**src/rtl/serial_pkg.sv**
```systemverilog
// Shared types and helpers for the bit-serial to word deserializer.
package serial_pkg;

  // Default word width in bits.
  localparam int DEFAULT_WIDTH = 8;

  // Output-side occupancy: EMPTY has no pending word, FULL holds one unconsumed word.
  typedef enum logic {
    OUT_EMPTY = 1'b0,
    OUT_FULL  = 1'b1
  } out_state_t;

  // Width of the partial-word bit counter for a given word width.
  function automatic int count_w(input int width);
    return $clog2(width);
  endfunction

endpackage

```
**src/rtl/shift_in_reg.sv**
```systemverilog
// WIDTH-wide serial-in shift register with enable, selectable shift direction
// and synchronous active-low clear. Exposes the word it would hold after the
// next shift so the caller can capture a completed word on the same edge.
module shift_in_reg #(
  parameter int WIDTH     = 8,
  parameter bit MSB_FIRST = 1'b1
) (
  input  logic             clock,
  input  logic             reset_n,
  input  logic             shift_en,
  input  logic             in_bit,
  output logic [WIDTH-1:0] word_next
);

  logic [WIDTH-1:0] shift_reg;

  // Next-word value: the current contents shifted by one with in_bit inserted.
  // MSB-first shifts left and inserts at bit 0 so the first bit ends at the top;
  // LSB-first shifts right and inserts at the top so the first bit ends at bit 0.
  generate
    if (MSB_FIRST) begin : g_msb_first
      always_comb begin
        word_next = (shift_reg << 1) | {{(WIDTH-1){1'b0}}, in_bit};
      end
    end else begin : g_lsb_first
      always_comb begin
        word_next = (shift_reg >> 1) | {in_bit, {(WIDTH-1){1'b0}}};
      end
    end
  endgenerate

  // Shift on every accepted bit; clear on reset.
  always_ff @(posedge clock) begin
    if (!reset_n) begin
      shift_reg <= '0;
    end else if (shift_en) begin
      shift_reg <= word_next;
    end
  end

endmodule

```
**src/rtl/serial_to_word.sv**
```systemverilog
// Bit-serial to parallel deserializer. Assembles WIDTH bits into a word and
// presents it on a valid/ready port with a registered any-bit-set flag. The
// shift register and the output register are independent, so the next word
// fills while the current one waits; only the completing bit can stall.
module serial_to_word
  import serial_pkg::*;
#(
  parameter int WIDTH     = DEFAULT_WIDTH,
  parameter bit MSB_FIRST = 1'b1
) (
  input  logic                       clock,
  input  logic                       reset_n,
  input  logic                       in_bit,
  input  logic                       in_valid,
  output logic                       in_ready,
  output logic [WIDTH-1:0]           out_data,
  output logic                       out_valid,
  input  logic                       out_ready,
  output logic                       out_any,
  output logic [count_w(WIDTH)-1:0]  bit_count
);

  localparam int            CW        = count_w(WIDTH);
  localparam logic [CW-1:0] COUNT_ONE = CW'(1);
  localparam logic [CW-1:0] COUNT_MAX = CW'(WIDTH - 1);

  logic [CW-1:0]    count_reg;
  logic [WIDTH-1:0] out_data_reg;
  logic             out_any_reg;
  logic [WIDTH-1:0] word_next;
  out_state_t       state_reg;
  out_state_t       state_next;

  logic last_bit;
  logic in_xfer;
  logic word_done;
  logic out_xfer;

  assign last_bit  = (count_reg == COUNT_MAX);
  // The completing bit waits only while an unconsumed word is still pending.
  assign in_ready  = !(last_bit && out_valid && !out_ready);
  assign in_xfer   = in_valid && in_ready;
  assign word_done = in_xfer && last_bit;
  assign out_xfer  = out_valid && out_ready;

  shift_in_reg #(
    .WIDTH     (WIDTH),
    .MSB_FIRST (MSB_FIRST)
  ) u_shift (
    .clock     (clock),
    .reset_n   (reset_n),
    .shift_en  (in_xfer),
    .in_bit    (in_bit),
    .word_next (word_next)
  );

  // Partial-word bit counter: counts accepted bits and wraps on the completing bit.
  always_ff @(posedge clock) begin
    if (!reset_n) begin
      count_reg <= '0;
    end else if (in_xfer) begin
      count_reg <= last_bit ? '0 : count_reg + COUNT_ONE;
    end
  end

  // Output word and its any-bit-set flag load together when a word completes.
  always_ff @(posedge clock) begin
    if (!reset_n) begin
      out_data_reg <= '0;
      out_any_reg  <= 1'b0;
    end else if (word_done) begin
      out_data_reg <= word_next;
      out_any_reg  <= |word_next;
    end
  end

  // Output FSM state register.
  always_ff @(posedge clock) begin
    if (!reset_n) begin
      state_reg <= OUT_EMPTY;
    end else begin
      state_reg <= state_next;
    end
  end

  // Output FSM next state: a completing word always leaves us FULL, so a
  // simultaneous drain and refill keeps out_valid high with no bubble.
  always_comb begin
    state_next = state_reg;
    case (state_reg)
      OUT_EMPTY: if (word_done)              state_next = OUT_FULL;
      OUT_FULL:  if (out_xfer && !word_done) state_next = OUT_EMPTY;
      default:                               state_next = OUT_EMPTY;
    endcase
  end

  // Output FSM outputs.
  always_comb begin
    out_valid = (state_reg == OUT_FULL);
  end

  assign out_data  = out_data_reg;
  assign out_any   = out_any_reg;
  assign bit_count = count_reg;

endmodule

```
**config.mk**
```make
export PLATFORM = sky130hd
export DESIGN_NAME = serial_to_word
export DESIGN_NICKNAME = d
export VERILOG_FILES = /design/src/rtl/serial_pkg.sv /design/src/rtl/shift_in_reg.sv /design/src/rtl/serial_to_word.sv
export SDC_FILE = /design/constraint.sdc
export NUM_CORES = 1
export LEC_CHECK = 0
export ABC_AREA = 0
export BUFFER_PORTS_ARGS = -buffer_cell sky130_fd_sc_hd__buf_4
export CORE_UTILIZATION = 54
export DETAILED_ROUTE_END_ITERATION = 7
export GPL_ROUTABILITY_DRIVEN = 0
export PLACE_DENSITY = 0.8
export SLEW_MARGIN = 20
export SYNTH_ARGS = -nofsm -noshare
export SYNTH_HDL_FRONTEND = slang
export SYNTH_SLANG_ARGS = --single-unit
```
**constraint.sdc**
```tcl
create_clock -name clock -period 2.3 [get_ports clock]
set_clock_uncertainty 0.1 [all_clocks]
set_input_delay 0.46 -clock clock [delete_from_list [all_inputs] [get_ports clock]]
set_output_delay 0.46 -clock clock [all_outputs]
set_load 0.02 [all_outputs]
```
==> metrics.log <==
[metrics] result of the run: finished clean
[metrics] Buffers on Ports: 18
[metrics] buffers inserted during post-CTS setup optimization: 0
[metrics] pin count of the biggest net entering global routing: 25
[metrics] Post-synth EDFFs: 0
[metrics] worst hold slack after final layout: 0.323 ns
[metrics] CP Data Required Time: 1.74 ns
[metrics] simple-gate share of the synthesized area: 20.1%
[metrics] detailed-route wire length: 1510 um
[metrics] I/O pins: 19
[metrics] final sum of negative setup slack: 0 ns
[metrics] Synth Net Count: slightly above 90
[metrics] launch instance of the worst register-to-register path: bit_count[0]$_SDFFE_PN0P_
[metrics] category of the most critical setup path: flop to primary output
[metrics] share of post-route cells with drive strength above 1: between 20% and 30%
[metrics] max-capacitance violation count: 0
[metrics] most frequent standard cell in the layout excluding fill and tap cells: sky130_fd_sc_hd__dfxtp_1
[metrics] CTS root buf: sky130_fd_sc_hd__clkbuf_4
[metrics] TritonCTS buffer count: 3
[metrics] CP Capture Type: primary output
[metrics] highest fanout seen on the critical path: 4
[metrics] largest family of logic cells by synthesized area: simple AND/OR/NAND/NOR gates
[metrics] leakage power of the design: 0.426 nW
[metrics] cell count of the worst hold path: 3
[metrics] final core utilization: 72.8%
[metrics] clock tree from TritonCTS: done
[metrics] multiplexer share of the synthesized area: 10.8%
[metrics] synthesis warning total: 0
[metrics] launch point of the worst hold path: in_bit
[metrics] clock insertion delay at the later pin of the skew report: 0.30 ns
[metrics] Final Cycle Share: 85.4%
[metrics] GRT overflow: 0
[metrics] Switching Share: 22.0%
[metrics] IR Drop Worst-Case VDD: 0.341 mV
[metrics] DR DRC count: 0
[metrics] Die ar.: between 1500 and 2000 sq um
[metrics] number of different library cells in the post-synthesis netlist: 21
[metrics] Worst Hold End: u_shift.shift_reg[0]$_SDFFE_PN0P_
[metrics] total power: approximately 0.6 mW
[metrics] detailed placer's ending HPWL: 1090 um
[metrics] first-pass iteration count of the detailed router: 4
[metrics] endpoints failing setup: 0
[metrics] post-cts resize count: 0
[metrics] clk buf depth: 2
[metrics] biggest area contributors in the synthesized netlist: sky130_fd_sc_hd__dfxtp_1 (48%), sky130_fd_sc_hd__mux2i_1 (11%), sky130_fd_sc_hd__a21boi_1 (7.2%), sky130_fd_sc_hd__nand2_1 (5.8%), sky130_fd_sc_hd__nand3_1 (4.8%)
[metrics] die height: 41.3 um
[metrics] Slew Viols, Final: 0
[metrics] total number of vias: 662
[metrics] total number of clock tree sinks: 20
[metrics] Post-DP Area: 958 sq um
[metrics] area overhead of the layout relative to synthesis: 19.2%
[metrics] Final nets: 111
[metrics] post-synthesis compound-gate area fraction: 14.5%
[metrics] H-tree levels: 1
[metrics] Post-synth top flop: sky130_fd_sc_hd__dfxtp_1
[metrics] P_int: 0.469 mW
[metrics] clock transition at the registers of the reported paths: between 0.1 and 0.15 ns
[metrics] flop and latch count out of synthesis: 20
[metrics] initial core utilization: between 60% and 70%
[metrics] antenna violations before repair: 0
[metrics] final hold viol count: 0
[metrics] worst max-slew margin expressed relative to the limit: 76.6%
[metrics] global-route wire length before repair: 2380 um
[metrics] number of cells on the worst reg-to-reg path: 5
[metrics] width of the die: 41.3 um
[metrics] number of vias per cell after detailed routing: 5.61
[metrics] minimum clock period: 1.96 ns
[metrics] clock network power share: 33.6%
[metrics] final antenna diode count: 0
[metrics] sequential cell area fraction in the yosys report: 48.0%
[metrics] data arrival time of the critical path: 1.40 ns
[metrics] share of synthesized cell area in full adder, half adder and majority cells: 3.00%
[metrics] worst-margin pin slew: about 0.35 ns
[metrics] # hold bufs at CTS: 0
[metrics] number of global-route vias before repair: ~540
[metrics] top achievable clock speed: around 510 MHz
[metrics] Pwr Density: ~600 nW/um^2
[metrics] synthesized area per cell: 9.82 sq um
[metrics] number of flip-flops in the largest register: 8
[metrics] area fraction of the dominant cell type after synthesis: 48.0%
[metrics] Placement Rows: 13
[metrics] number of antenna-violating nets in the routed design: 0
[metrics] global router's overall resource usage: between 20% and 30%
[metrics] synthesized area: 835 sq um
[metrics] RSZ-0062 raised after global routing: false
[metrics] post-detailed-route wirelength per cell: 12.8 um
[metrics] sort of element at the start of the critical path: flop
[metrics] minimum setup slack among reg-to-reg paths: just under 0.8 ns
[metrics] worst hold-check path type: primary input to flop
[metrics] xor/xnor share of the synthesized area: 0%
[metrics] commonest cells after routing, fill and taps aside: sky130_fd_sc_hd__dfxtp_1 (20), sky130_fd_sc_hd__buf_4 (18), sky130_fd_sc_hd__nand2_1 (13)
[metrics] Async S/R FF share, synth: 0%
[metrics] sequential fraction of design power: 59.4%
[metrics] number of violations reported at the end of detailed-routing iteration 0: 14
[metrics] Net Sw Power: 0.132 mW
[metrics] placeable core area: 1370 sq um
[metrics] synthesized instance count: 85
[metrics] part of the total power dissipated in combinational logic: 7.0%
[metrics] cell type contributing the most total cell area after synthesis: sky130_fd_sc_hd__dfxtp_1
[metrics] r2r endpoint: bit_count[0]$_SDFFE_PN0P_
[metrics] Non-Filler Cell Area, Final: 995 sq um
[synthesized netlist by cell type (2+ instances only)]
library cell,instances
sky130_fd_sc_hd__a21boi_1,8
sky130_fd_sc_hd__buf_2,3
sky130_fd_sc_hd__dfxtp_1,20
sky130_fd_sc_hd__ha_1,2
sky130_fd_sc_hd__mux2i_1,9
sky130_fd_sc_hd__nand2_1,13
sky130_fd_sc_hd__nand3_1,8
sky130_fd_sc_hd__nor4_1,2
sky130_fd_sc_hd__o21ai_0,8
[stage by stage]
stage / setup WS (ns) / cells
after CTS: 0.315 / 118
after detailed placement: 0.661 / 114
after global placement: 0.700 / 114
final: 0.336 / 118
after global routing: 0.232 / 118
after floorplan: 0.610 / 85
[final cells by class]
cell class | instances | area [sq um]
Timing Repair Buffer | 18 | 135
Sequential cell | 20 | 400
Fill cell | 108 | 372
Clock buffer | 4 | 36.3
Multi-Input combinational cell | 61 | 404
Tap cell | 15 | 18.8
[power groups by stage]
stage | registers [mW] | clock network [mW] | logic, mW
6_report | 0.357 | 0.202 | 0.0423
5_1_grt | 0.358 | 0.221 | 0.0456
4_1_cts | 0.357 | 0.211 | 0.0423
3_5_place_dp | 0.364 | 0 | 0.0421
3_3_place_gp | 0.364 | 0 | 0.0414
2_1_floorplan | 0.367 | 0 | 0.0227
[per-layer routing]
layer  up-vias  GRT usage, %  part of all wire, %
li1        339             -                    -
met1       309          26.6                   49
met2        12          35.9                   46
met3         2          6.38                  3.8
met4         0          14.5                 0.80
met5         -             0                    0
[kinds of logic after synthesis]
group | after synthesis
adders and majority gates | 2
AOI/OAI and AO/OA | 19
and+or+nand+nor | 31
DFF | 20
muxes | 9
buffers and inverters | 4
[worst max path at each step]
| stage | startpoint | to | slack, ns | cells after the start |
|---|---|---|---|---|
| global route | bit_count[0]$_SDFFE_PN0P_ | in_ready | 0.23 | 4 |
| CTS | bit_count[0]$_SDFFE_PN0P_ | in_ready | 0.31 | 4 |
| finish | bit_count[0]$_SDFFE_PN0P_ | in_ready | 0.34 | 4 |
| detailed placement | bit_count[0]$_SDFFE_PN0P_ | in_ready | 0.66 | 4 |
| global placement | bit_count[0]$_SDFFE_PN0P_ | in_ready | 0.70 | 4 |
| floorplan | bit_count[0]$_SDFFE_PN0P_ | bit_count[1]$_SDFFE_PN0P_ | 0.61 | 5 |
[critical path, stage by stage (launching register included)]
cell	delay, ns
sky130_fd_sc_hd__dfxtp_1	0.39
sky130_fd_sc_hd__ha_1	0.16
sky130_fd_sc_hd__ha_1	0.20
sky130_fd_sc_hd__nand3b_1	0.16
sky130_fd_sc_hd__buf_4	0.19
(Power assumes the default switching activity.)
